==> src/rtl/ace_ack_sched_pkg.sv <==
// ace_ack_sched_pkg: width helpers shared by the ack scheduler and its order FIFO.
package ace_ack_sched_pkg;
  function automatic int unsigned idx_width(input int unsigned n);
    return (n > 1) ? $clog2(n) : 1;
  endfunction
  function automatic int unsigned cnt_width(input int unsigned m);
    return $clog2(m + 1);
  endfunction
endpackage

==> src/rtl/ace_ack_sched_fifo.sv <==
// ace_ack_sched_fifo: non-fall-through order FIFO holding slave port indices.
module ace_ack_sched_fifo
  import ace_ack_sched_pkg::*;
#(
  parameter int unsigned DEPTH      = 8,
  parameter int unsigned DATA_WIDTH = 1
) (
  input  logic                  clk_i,
  input  logic                  rst_ni,
  input  logic                  push_i,
  input  logic [DATA_WIDTH-1:0] data_i,
  input  logic                  pop_i,
  output logic [DATA_WIDTH-1:0] data_o,
  output logic                  full_o,
  output logic                  empty_o
);
  localparam int unsigned AW = idx_width(DEPTH);
  localparam int unsigned CW = cnt_width(DEPTH);
  logic [DATA_WIDTH-1:0] r_mem [DEPTH];
  logic [AW-1:0]         r_rd, r_wr;
  logic [CW-1:0]         r_cnt;
  logic                  w_push, w_pop;
  assign full_o  = r_cnt == CW'(DEPTH);
  assign empty_o = r_cnt == '0;
  assign w_push  = push_i && (!full_o || pop_i);
  assign w_pop   = pop_i && !empty_o;
  assign data_o  = r_mem[r_rd];
  always_ff @(posedge clk_i or negedge rst_ni) begin
    if (!rst_ni) begin
      r_rd  <= '0;
      r_wr  <= '0;
      r_cnt <= '0;
    end else begin
      if (w_push) r_wr <= (r_wr == AW'(DEPTH - 1)) ? '0 : r_wr + 1'b1;
      if (w_pop) r_rd <= (r_rd == AW'(DEPTH - 1)) ? '0 : r_rd + 1'b1;
      r_cnt <= r_cnt + CW'(w_push) - CW'(w_pop);
    end
  end
  always_ff @(posedge clk_i) begin
    if (w_push) r_mem[r_wr] <= data_i;
  end
endmodule

==> src/rtl/ace_ack_sched.sv <==
// ace_ack_sched: reorders per-slave-port RACK/WACK pulses into response completion
// order and forwards them one per cycle to the master port.
module ace_ack_sched
  import ace_ack_sched_pkg::*;
#(
  parameter int unsigned NoSlvPorts = 32'd1,
  parameter int unsigned MaxTrans   = 32'd8,
  parameter bit          RegAck     = 1'b0,
  localparam int unsigned IdxWidth  = idx_width(NoSlvPorts),
  localparam int unsigned CntWidth  = cnt_width(MaxTrans)
) (
  input  logic                  clk_i,
  input  logic                  rst_ni,
  input  logic                  done_valid_i,
  input  logic [IdxWidth-1:0]   done_idx_i,
  output logic                  done_ready_o,
  input  logic [NoSlvPorts-1:0] slv_ack_i,
  output logic                  mst_ack_o,
  output logic                  err_o
);
  logic [CntWidth-1:0]   r_pend [NoSlvPorts];
  logic [CntWidth-1:0]   r_cred [NoSlvPorts];
  logic [NoSlvPorts-1:0] w_pend_nz, w_cred_nz, w_ack_ok;
  logic [IdxWidth-1:0]   w_head;
  logic                  w_full, w_empty, w_push, w_fwd, r_fwd, r_err;
  assign done_ready_o = !w_full;
  assign w_push       = done_valid_i && done_ready_o;
  assign w_ack_ok     = slv_ack_i & w_pend_nz;
  assign w_fwd        = !w_empty && (w_cred_nz[w_head] || w_ack_ok[w_head]);
  assign mst_ack_o    = RegAck ? r_fwd : w_fwd;
  assign err_o        = r_err;
  ace_ack_sched_fifo #(
    .DEPTH      (MaxTrans),
    .DATA_WIDTH (IdxWidth)
  ) u_order (
    .clk_i   (clk_i),
    .rst_ni  (rst_ni),
    .push_i  (w_push),
    .data_i  (done_idx_i),
    .pop_i   (w_fwd),
    .data_o  (w_head),
    .full_o  (w_full),
    .empty_o (w_empty)
  );
  // Net update per port: accepted ack moves pend->cred, forward drains cred, push adds pend.
  for (genvar i = 0; i < NoSlvPorts; i++) begin : g_port
    logic w_pop_i, w_push_i;
    assign w_pend_nz[i] = r_pend[i] != '0;
    assign w_cred_nz[i] = r_cred[i] != '0;
    assign w_pop_i      = w_fwd && (w_head == IdxWidth'(i));
    assign w_push_i     = w_push && (done_idx_i == IdxWidth'(i));
    always_ff @(posedge clk_i or negedge rst_ni) begin
      if (!rst_ni) begin
        r_pend[i] <= '0;
        r_cred[i] <= '0;
      end else begin
        r_pend[i] <= r_pend[i] - CntWidth'(w_ack_ok[i]) + CntWidth'(w_push_i);
        r_cred[i] <= r_cred[i] + CntWidth'(w_ack_ok[i]) - CntWidth'(w_pop_i);
      end
    end
    a_no_overflow : assert property (@(posedge clk_i) disable iff (!rst_ni)
      (32'(r_pend[i]) + 32'(r_cred[i]) <= MaxTrans));
  end
  always_ff @(posedge clk_i or negedge rst_ni) begin
    if (!rst_ni) begin
      r_fwd <= 1'b0;
      r_err <= 1'b0;
    end else begin
      r_fwd <= w_fwd;
      r_err <= r_err || |(slv_ack_i & ~w_pend_nz);
    end
  end
  a_no_push_full : assert property (@(posedge clk_i) disable iff (!rst_ni)
    !(w_push && w_full && !w_fwd));
  a_idx_range : assert property (@(posedge clk_i) disable iff (!rst_ni)
    !(done_valid_i && 32'(done_idx_i) >= NoSlvPorts));
  a_fwd_nonempty : assert property (@(posedge clk_i) disable iff (!rst_ni)
    !(w_fwd && w_empty));
endmodule

==> config.mk <==
export PLATFORM = sky130hd
export DESIGN_NAME = ace_ack_sched
export DESIGN_NICKNAME = d
export VERILOG_FILES = /design/src/rtl/ace_ack_sched_pkg.sv /design/src/rtl/ace_ack_sched_fifo.sv /design/src/rtl/ace_ack_sched.sv
export SDC_FILE = /design/constraint.sdc
export NUM_CORES = 1
export LEC_CHECK = 0
export ABC_AREA = 0
export CAP_MARGIN = 10
export CELL_PAD_IN_SITES_DETAIL_PLACEMENT = 1
export CELL_PAD_IN_SITES_GLOBAL_PLACEMENT = 1
export CORE_ASPECT_RATIO = 1.75
export CORE_MARGIN = 4
export CORE_UTILIZATION = 30
export DETAILED_ROUTE_END_ITERATION = 12
export PLACE_DENSITY_LB_ADDON = 0.2
export RECOVER_POWER = 25
export SLEW_MARGIN = 20
export SYNTH_ARGS = -nofsm -noshare
export SYNTH_HDL_FRONTEND = slang
export SYNTH_SLANG_ARGS = --single-unit
==> constraint.sdc <==
create_clock -name clk_i -period 3.1 [get_ports clk_i]
set_input_delay 0.62 -clock clk_i [delete_from_list [all_inputs] [get_ports clk_i]]
set_output_delay 0.62 -clock clk_i [all_outputs]
set_load 0.02 [all_outputs]
==> run_results.csv <==
group,metric,value,unit
run_status,status,"complete, no violations",
logic_synthesis,yosysWarnings,0,
setup_path,r2r_end,"u_order.r_cnt[2]",
sta,finalWorstSetupSlack,0.349,ns
logic_synthesis,syn_nets,145,
route,wl,2480,µm
setup_path,critPathArrivalTime,2.13,ns
logic_synthesis,synth_area,1480,µm²
sta,grt_setup_unrepaired,"no",
placement,port_buffers,7,
final_layout,final_nets,159,
hold_path,min_path_type,"register to register",
floorplan,start_util,0.312,
global_route,grt_pass1_wl,4390,µm
cts,path_clk_slew,0.10,ns
flow_run,maxCapViolations,0,
hold_path,holdPathStages,1,
logic_synthesis,synth_edf_count,8,
floorplan,io_pins,8,
logic_synthesis,synth_top_cell_by_area,"dfrtp_1",
sta,hold_viol_final,0,
floorplan,num_rows,33,
sta,setup_violations,0,
placement,place_congestion,0.720,
global_route,antenna_found_initial,0,
global_route,grt_pass1_vias,981,
logic_synthesis,synth-compound-area-share,0.0498,
logic_synthesis,synth_xor_xnor_area_share,0.0355,
cts,cts_tree,"built",
global_route,grt-ovfl-total,0,
setup_path,crit_path_start_kind,"primary input",
logic_synthesis,synthTopCellsByArea,"dfrtp_1, ha_1, edfxtp_1",
pwr,p_leak,0.774,nW
floorplan,dieWidth,61.1,µm
global_route,grt_max_degree,20,
cts,cts.repair.resized,0,
hold_path,hp-start,"err_o",
logic_synthesis,synth_top_area_frac,0.321,
logic_synthesis,postSynthAreaPerCell,12.7,µm²
setup_path,r2r_cells,11,
logic_synthesis,synthCells,117,
logic_synthesis,synth-simple-area-share,0.0836,
placement,dpl.hpwl,1980,µm
logic_synthesis,synth_adder_area_share,0.209,
setup_path,worstPathRequired,2.48,ns
pwr,pwr_density_cell,1050,nW/µm²
setup_path,critical_path_class,"primary input to primary output",
route,dr.pass1.iters,3,
logic_synthesis,synth_ff_type,"dfrtp_1",
final_layout,antenna_cells,0,
sta,tns,0,ns
route,ant_nets,0,
placement,place_ws,0.328,ns
logic_synthesis,muxShareOfSynthArea,0.0828,
sta,finalMaxSlewViolations,0,
logic_synthesis,synth_cell_types,25,
logic_synthesis,yosysSeqAreaShare,0.483,
logic_synthesis,ys_seq_elements,27,
final_layout,syn_to_final_growth,12.7,%
floorplan,fp.coreArea,4750,µm²
final_layout,fin_util,0.352,
sta,hold_slack,0.467,ns
route,wire_per_inst,13.6,µm
cts,cts_setup_buffers,0,
final_layout,drive_above_1_share,0.131,
cts,clock_latency,0.29,ns
sta,worst_pin_slew,0.958,ns
sta,fmax,0.363,GHz
cts,htreeDepth,1,
setup_path,end_kind,"primary output",
route,vias,870,
setup_path,cp_max_fo,3,
logic_synthesis,synth_top_family_by_area,"adder cells",
floorplan,fp.dieH,101,µm
floorplan,dieArea,6170,µm²
cts,cts_max_path_buffers,2,
logic_synthesis,async_reset_ff_frac,0.704,
sta,finalClockSkew,0.00581,ns
sta,slew_headroom,0.359,
pwr,ir_drop,0.000374,V
route,drc_errors,0,
setup_path,r2r-start,"r_pend[2]",
setup_path,r2r_slack,0.55,ns
cts,numCtsBuffers,3,
hold_path,holdPathEnd,"err_o",
route,viasPerCell,4.78,
cts,cts.sinks,27,
cts,root_buffer,"clkbuf_8",
global_route,grt_usage,0.0999,
sta,finalCriticalPeriod,2.75,ns
cts,hold_buffers,0,
sta,min_period_over_period,0.887,
route,drt_iter0_drc,9,
sequential cells by signal, indices dropped and copies added, names as in the netlist:
name,cells
r_cred,4
u_order.r_mem,8
u_order.r_rd,3
u_order.r_wr,3
r_pend,4
u_order.r_cnt,4
err_o,1
stage by stage:
stage               area [µm²]  cells  power [W]
floorplan                 1480    117    0.00134
global placement          1630    178    0.00152
detailed placement        1630    178    0.00159
CTS                       1680    182    0.00182
global route              1670    182    0.00197
finish                    1670    182    0.00176
where the power goes:
part	internal (W)	switching (W)
combinational	0.000457	0.000431
clock	0.0000917	0.000122
sequential	0.000533	0.000121
total	0.00108	0.000674
critical path: stages:
cell and delay, ns:
clkdlybuf4s50_1 0.53, nand2b_4 0.08, a32oi_4 0.22, clkdlybuf4s50_1 0.68
synth_stat cells (3+ instances only):
cell       n
a21oi_1    3
edfxtp_1   8
fa_1       3
ha_1      20
xor2_1     4
nor2_1     7
nor3_1     4
dfrtp_1   19
nand2_1    3
inv_1     21
a21o_1     3
mux2_2     6
placed cells by master, fill, tap and decap left out:
cell	instances
clkdlybuf4s50_1	5
clkbuf_8	3
xnor2_1	2
clkinvlp_4	1
buf_4	1
a21o_1	3
edfxtp_1	8
nand2b_4	1
ha_1	20
nand2b_1	2
a32oi_4	1
inv_1	22
mux4_2	2
dlygate4sd3_1	2
clkbuf_1	1
xor2_1	4
dfrtp_1	19
fa_1	3
and2_2	1
nor3b_1	1
nor3_1	4
or2b_1	1
a21o_2	1
nor2_1	7
nand2_1	4
mux2_2	6
a21oi_1	3
mux2i_1	1
nor4_1	1
final cells by class:
type / instances / area (µm²)
Clock buffer: 3 / 41.3
Clock inverter: 1 / 7.51
Fill cell: 521 / 3080
Inverter: 22 / 82.6
Multi-Input combinational cell: 68 / 676
Sequential cell: 27 / 716
Tap cell: 52 / 65.1
Timing Repair Buffer: 9 / 81.3
worst max path at each step:
stage	startpoint	endpoint	slack, ns	cells after the start
after global placement	slv_ack_i	mst_ack_o	0.34	4
after detailed placement	slv_ack_i	mst_ack_o	0.33	4
final	slv_ack_i	mst_ack_o	0.35	4
after floorplan	r_pend[2]	r_cred[2]	0.65	12
after global routing	r_pend[2]	mst_ack_o	0.22	6
after CTS	slv_ack_i	mst_ack_o	0.32	4
metal layers:
layer	global-route usage	share of wire
met1	0.0989	0.36
met2	0.179	0.58
met3	0.0167	0.025
met4	0.0651	0.032
met5	0	0
logic make-up after synthesis:
| group | count (synthesis) |
|---|---|
| DFF | 27 |
| adders and majority gates | 23 |
| buffers and inverters | 22 |
| and+or+nand+nor | 22 |
| muxes | 9 |
| AOI/OAI and AO/OA | 8 |
| xor gates and xnor gates | 6 |
Note: power is estimated with default switching activity, not from simulation.
